## config.mk

```make
export PLATFORM = sky130hd
export DESIGN_NAME = mem_bus_monitor
export DESIGN_NICKNAME = d
export VERILOG_FILES = /design/src/rtl/mem_bus_monitor.sv
export SDC_FILE = /design/constraint.sdc
export NUM_CORES = 1
export LEC_CHECK = 0
export ABC_AREA = 1
export CAP_MARGIN = 30
export CORE_ASPECT_RATIO = 0.6
export CORE_MARGIN = 3
export CORE_UTILIZATION = 44
export DETAILED_ROUTE_END_ITERATION = 7
export GPL_TIMING_DRIVEN = 1
export SLEW_MARGIN = 10
export SYNTH_ARGS = -nofsm -noshare
export SYNTH_HDL_FRONTEND = slang
export SYNTH_SLANG_ARGS = --single-unit
```

## constraint.sdc

```tcl
create_clock -name Clock -period 4.4 [get_ports Clock]
set_clock_uncertainty 0.2 [all_clocks]
set_input_delay 0.66 -clock Clock [delete_from_list [all_inputs] [get_ports Clock]]
set_output_delay 0.66 -clock Clock [all_outputs]
set_load 0.01 [all_outputs]
```

## src/rtl/mem_bus_monitor.sv

```systemverilog
`timescale 1ns/1ps
// Run controller and store logger for the data-memory bus: halt/timeout FSM, cycle/write counters, FWFT store FIFO.
// Status and log head change one cycle after the sampled bus cycle; a store into a full log is dropped and flagged, never stalled.
module mem_bus_monitor #(
    parameter int                    ADDR_WIDTH = 32,
    parameter int                    DATA_WIDTH = 32,
    parameter logic [ADDR_WIDTH-1:0] HALT_ADDR  = 32'h00003ffc,
    parameter int                    CNT_WIDTH  = 32,
    parameter int                    LOG_DEPTH  = 16
) (
    input  logic                  Clock,
    input  logic                  Reset,
    input  logic                  Start,
    input  logic [CNT_WIDTH-1:0]  TimeoutLimit,
    input  logic [ADDR_WIDTH-1:0] Mem_Address,
    input  logic                  Mem_WriteEnable,
    input  logic [DATA_WIDTH-1:0] Mem_DataOut,
    input  logic                  LogPop,
    output logic                  Running,
    output logic                  Halted,
    output logic                  TimedOut,
    output logic [CNT_WIDTH-1:0]  CycleCount,
    output logic [CNT_WIDTH-1:0]  WriteCount,
    output logic                  LogValid,
    output logic [ADDR_WIDTH-1:0] LogAddress,
    output logic [DATA_WIDTH-1:0] LogData,
    output logic                  LogOverflow
);

    localparam int IDX_W = $clog2(LOG_DEPTH);
    localparam int PTR_W = IDX_W + 1;

    typedef enum logic [1:0] {S_IDLE, S_RUN, S_HALT, S_TIMEOUT} state_t;

    typedef struct packed {
        logic [ADDR_WIDTH-1:0] addr;
        logic [DATA_WIDTH-1:0] dat;
    } log_entry_t;

    state_t                 state_q, state_d;
    logic [CNT_WIDTH-1:0]   limit_q, limit_d;
    logic [CNT_WIDTH-1:0]   cycle_cnt_q, cycle_cnt_d;
    logic [CNT_WIDTH-1:0]   write_cnt_q, write_cnt_d;
    logic [PTR_W-1:0]       wr_ptr_q, wr_ptr_d;
    logic [PTR_W-1:0]       rd_ptr_q, rd_ptr_d;
    logic                   overflow_q, overflow_d;
    log_entry_t             log_mem_q [LOG_DEPTH];

    logic                   in_run;
    logic                   start_run;
    logic                   store_vld;
    logic                   fifo_empty;
    logic                   fifo_full;
    logic                   pop_ok;
    logic                   push_ok;
    logic [CNT_WIDTH:0]     cycle_next;
    log_entry_t             head;

    assign in_run     = (state_q == S_RUN);
    assign start_run  = Start && !in_run;
    assign store_vld  = in_run && Mem_WriteEnable;
    // One extra bit so an all-ones count can never alias a small limit.
    assign cycle_next = {1'b0, cycle_cnt_q} + (CNT_WIDTH+1)'(1);

    // State register and all sequential datapath state.
    always_ff @(posedge Clock) begin
        if (!Reset) begin
            state_q     <= S_IDLE;
            limit_q     <= '0;
            cycle_cnt_q <= '0;
            write_cnt_q <= '0;
            wr_ptr_q    <= '0;
            rd_ptr_q    <= '0;
            overflow_q  <= 1'b0;
        end else begin
            state_q     <= state_d;
            limit_q     <= limit_d;
            cycle_cnt_q <= cycle_cnt_d;
            write_cnt_q <= write_cnt_d;
            wr_ptr_q    <= wr_ptr_d;
            rd_ptr_q    <= rd_ptr_d;
            overflow_q  <= overflow_d;
        end
    end

    // Log storage needs no reset: only slots between the pointers are ever read.
    always_ff @(posedge Clock) begin
        if (push_ok) begin
            log_mem_q[wr_ptr_q[IDX_W-1:0]] <= '{addr: Mem_Address, dat: Mem_DataOut};
        end
    end

    always_comb begin
        state_d = state_q;
        case (state_q)
            S_IDLE, S_HALT, S_TIMEOUT: begin
                if (Start) state_d = S_RUN;
            end
            S_RUN: begin
                if (Mem_Address == HALT_ADDR) begin
                    state_d = S_HALT;
                end else if ((limit_q != '0) && (cycle_next == {1'b0, limit_q})) begin
                    state_d = S_TIMEOUT;
                end
            end
            default: state_d = S_IDLE;
        endcase
    end

    always_comb begin
        fifo_empty = (wr_ptr_q == rd_ptr_q);
        fifo_full  = (wr_ptr_q[IDX_W] != rd_ptr_q[IDX_W]) &&
                     (wr_ptr_q[IDX_W-1:0] == rd_ptr_q[IDX_W-1:0]);
        pop_ok     = LogPop && !fifo_empty;
        // A same-cycle pop frees the slot the push needs.
        push_ok    = store_vld && (!fifo_full || pop_ok);

        limit_d     = limit_q;
        cycle_cnt_d = cycle_cnt_q;
        write_cnt_d = write_cnt_q;
        wr_ptr_d    = wr_ptr_q + PTR_W'(push_ok);
        rd_ptr_d    = rd_ptr_q + PTR_W'(pop_ok);
        overflow_d  = overflow_q || (store_vld && !push_ok);

        if (start_run) begin
            limit_d     = TimeoutLimit;
            cycle_cnt_d = '0;
            write_cnt_d = '0;
            wr_ptr_d    = '0;
            rd_ptr_d    = '0;
            overflow_d  = 1'b0;
        end else if (in_run) begin
            if (cycle_cnt_q != '1) cycle_cnt_d = cycle_next[CNT_WIDTH-1:0];
            if (store_vld && (write_cnt_q != '1)) write_cnt_d = write_cnt_q + CNT_WIDTH'(1);
        end
    end

    always_comb begin
        head        = log_mem_q[rd_ptr_q[IDX_W-1:0]];
        Running     = (state_q == S_RUN);
        Halted      = (state_q == S_HALT);
        TimedOut    = (state_q == S_TIMEOUT);
        CycleCount  = cycle_cnt_q;
        WriteCount  = write_cnt_q;
        LogValid    = !fifo_empty;
        LogAddress  = fifo_empty ? '0 : head.addr;
        LogData     = fifo_empty ? '0 : head.dat;
        LogOverflow = overflow_q;
    end

endmodule

```

==> flow_summary.toml <==
[worst_hold_path]
hp-class = "reg2reg"

[setup_path]
critPathMaxFanout = 59
critPathTopFamily = "buffers and inverters"
required_ns = 3.54
critPathCaptureType = "output pin"
arrival_ns = 3.43
slowest_stage = "dfxtp_4"
max_stage_delay_ns = 0.66
critical_path_class = "reg2out"
critPathMostFrequentCell = "buf_12"
cp.buffers_inverters = 4
start_kind = "register"
cp_cell_sequence = "clkinv_8 -> buf_12 -> buf_12 -> nor2_1 -> o32ai_1 -> o211ai_1 -> a31oi_1 -> clkdlybuf4s50_1"

[clock_network]
cts.sinks = 1133
cts_hold_buf = 0
cts_buffer_depth = 3
cts_made_buffers = 104
cts-root-buf = "clkbuf_16"
cts.clk_slew.worst_paths_ns = 0.06
cts-htree-levels = 3
clk_latency_ns = 0.69
tritoncts = "yes"

[synthesis]
synth_top_area_frac = 0.671
ys_seq_area_frac = 0.718
synth_area_leader_cell = "edfxtp_1"
yosysUniqueCellTypes = 49
syn-num-nets = 3780
netlist_instances = 3673
ys_ff_latch = 1133
synthArstFlopShare = 0
synthTopCellsByArea = "edfxtp_1 (67%), nor2_1 (6.1%), dfxtp_1 (4.8%), o21ai_0 (3.6%), nand2_1 (3.2%)"
syn-cell-area_um2 = 45800
synth_edf_count = 1024
synthFlopType = "edfxtp_1"
yosysWarningCount = 0
synth_area_per_cell_um2 = 12.5

[timing]
finalMaxSlewViolations = 0
tightest_slew_ns = 0.846
fmaxAchievable_mhz = 233
hold_viol_final = 0
grt_setup_unrepaired = "true"
worst_slack_ns = 0.109
setup_viol = 0
fin_crit_ns = 4.29
fin_tns_setup_ns = 0
slew_headroom = 0.434
post-route-period-util = 0.975

[drt]
drcViolationCount = 0
initialDrtViolationCount = 3357
avgRoutedWirePerCell_um = 23.1
wirelength_um = 124000
vias = 30500
firstDrtPassIters = 5
ant_nets = 0
viasPerCell = 5.65

[floorplanning]
core_um2 = 103000
start_util = 0.445
die_x_um = 423
fp-row-count = 91
io_pins = 234
dieArea_um2 = 108000
die_height_um = 256

[power_and_ir_drop]
cellPowerDensity_nw_per_um2 = 415
total_power_w = 0.0224
max-vdd-ir-drop_mv = 0.323
power_leakage_nw = 17.0

[cells_and_area]
layout_commonest_cell = "edfxtp_1"
fin_util = 0.523
layout_common_cells = "edfxtp_1 (1,024), nor2_1 (724), nand2_1 (385), o21ai_0 (329), clkdlybuf4s50_1 (233)"
instances_no_fill = 5391
syn_to_final_growth_pct = 17.6
drive_gt1_frac = 0.0779
fin_nets = 4012

[global_route]
top_usage_layer = "met1"
grtUsageMet1 = 0.358
grt.overflow.total = 0
gr-usage-all-layers = 0.224
grt_pass1_wl_um = 185000
grt_max_degree = 155
use_met3 = 0.0402
grt_pass1_vias = 28200
antenna_found_initial = 7
grt_use_met2 = 0.311

[status]
status = "completed"

[placement]
gp_congestion = 0.916
dp.cells = 5190
dp_hpwl_um = 69700
place_ws_ns = 0.755
io_buffers = 233

[job]
cap_violations = 0
==> cells by family after synthesis <==
| kind of cell | count (synthesis) | synth area share |
|---|---|---|
| xor gates and xnor gates | 30 | 0.00671 |
| buffers and inverters | 338 | 0.0285 |
| DFF | 1133 | 0.718 |
| and+or+nand+nor | 1303 | 0.115 |
| AOI/OAI and AO/OA | 768 | 0.109 |
| adders and majority gates | 6 | 0.00164 |
| muxes | 95 | 0.0207 |
==> per-stage QoR <==
stage / hold WS [ns] / cell area (um^2)
2_1_floorplan: 0.252 / 45800
3_3_place_gp: 0.251 / 50500
3_5_place_dp: 0.267 / 50500
4_1_cts: 0.281 / 53800
5_1_grt: 0.310 / 53900
6_report: 0.273 / 53900
==> worst register-to-register path, delay by kind of cell, from the launching register on <==
kind	cells	cell delay, ns
buf+inv	3	0.61
xor+xnor	1	0.15
simple gates	7	1.51
flops	1	0.66
==> cell usage after synthesis (all sizes together), types with 3 or more instances <==
cell type / number
xnor2: 7
o221ai: 95
nand4: 16
ha: 6
o21ai: 330
nor4: 8
nor2: 752
xor2: 20
or2: 10
buf: 46
o211ai: 33
clkinv: 3
nand2: 389
nand3b: 12
nand3: 94
dfxtp: 109
o32ai: 161
a21oi: 68
nor3: 17
mux2i: 95
inv: 110
edfxtp: 1024
a31oi: 74
xor3: 3
clkbuf: 179
==> registers in the layout, indices dropped and copies added, names as in the netlist <==
signal	flops
LogOverflow	1
log_mem_q	1024
WriteCount	32
CycleCount	32
state_q	2
limit_q	32
wr_ptr_q	5
rd_ptr_q	5
==> final timing paths <==
kind	depth (start not counted)	to	slack [ns]	start
max	8	LogAddress[17]	0.11	rd_ptr_q[0]
min	2	LogOverflow	0.27	LogOverflow
max reg2reg	11	log_mem_q[11][31]	0.91	rd_ptr_q[0]
min reg2reg	2	LogOverflow	0.27	LogOverflow
==> timing repair <==
action	CTS	global route
cloned	0	2
setup endpoints to repair	3	24
gates resized for setup	1	2
buffers inserted	0	2
==> report_power, final <==
group	leakage (nW)	internal, W	switching (W)
Combinational	5.30	0.000559	0.000915
Sequential	10.1	0.0119	0.000132
Clock	1.60	0.00496	0.00395
==> cell type report <==
class	count	area (um^2)
Tap cell	1395	1750
Inverter	113	442
Antenna cell	5	12.5
Timing Repair Buffer	351	3720
Fill cell	8778	49100
Clock inverter	61	503
Multi-Input combinational cell	2202	11700
Clock buffer	131	2800
Sequential cell	1133	32900
==> per-layer routing <==
metal | wire length [um] | vias up
met2 | 52100 | 1136
met3 | 9810 | 156
li1 | - | 14000
met4 | 2620 | 6
met5 | 45 | -
met1 | 59700 | 15100
Power figures use the tool's default switching activity.
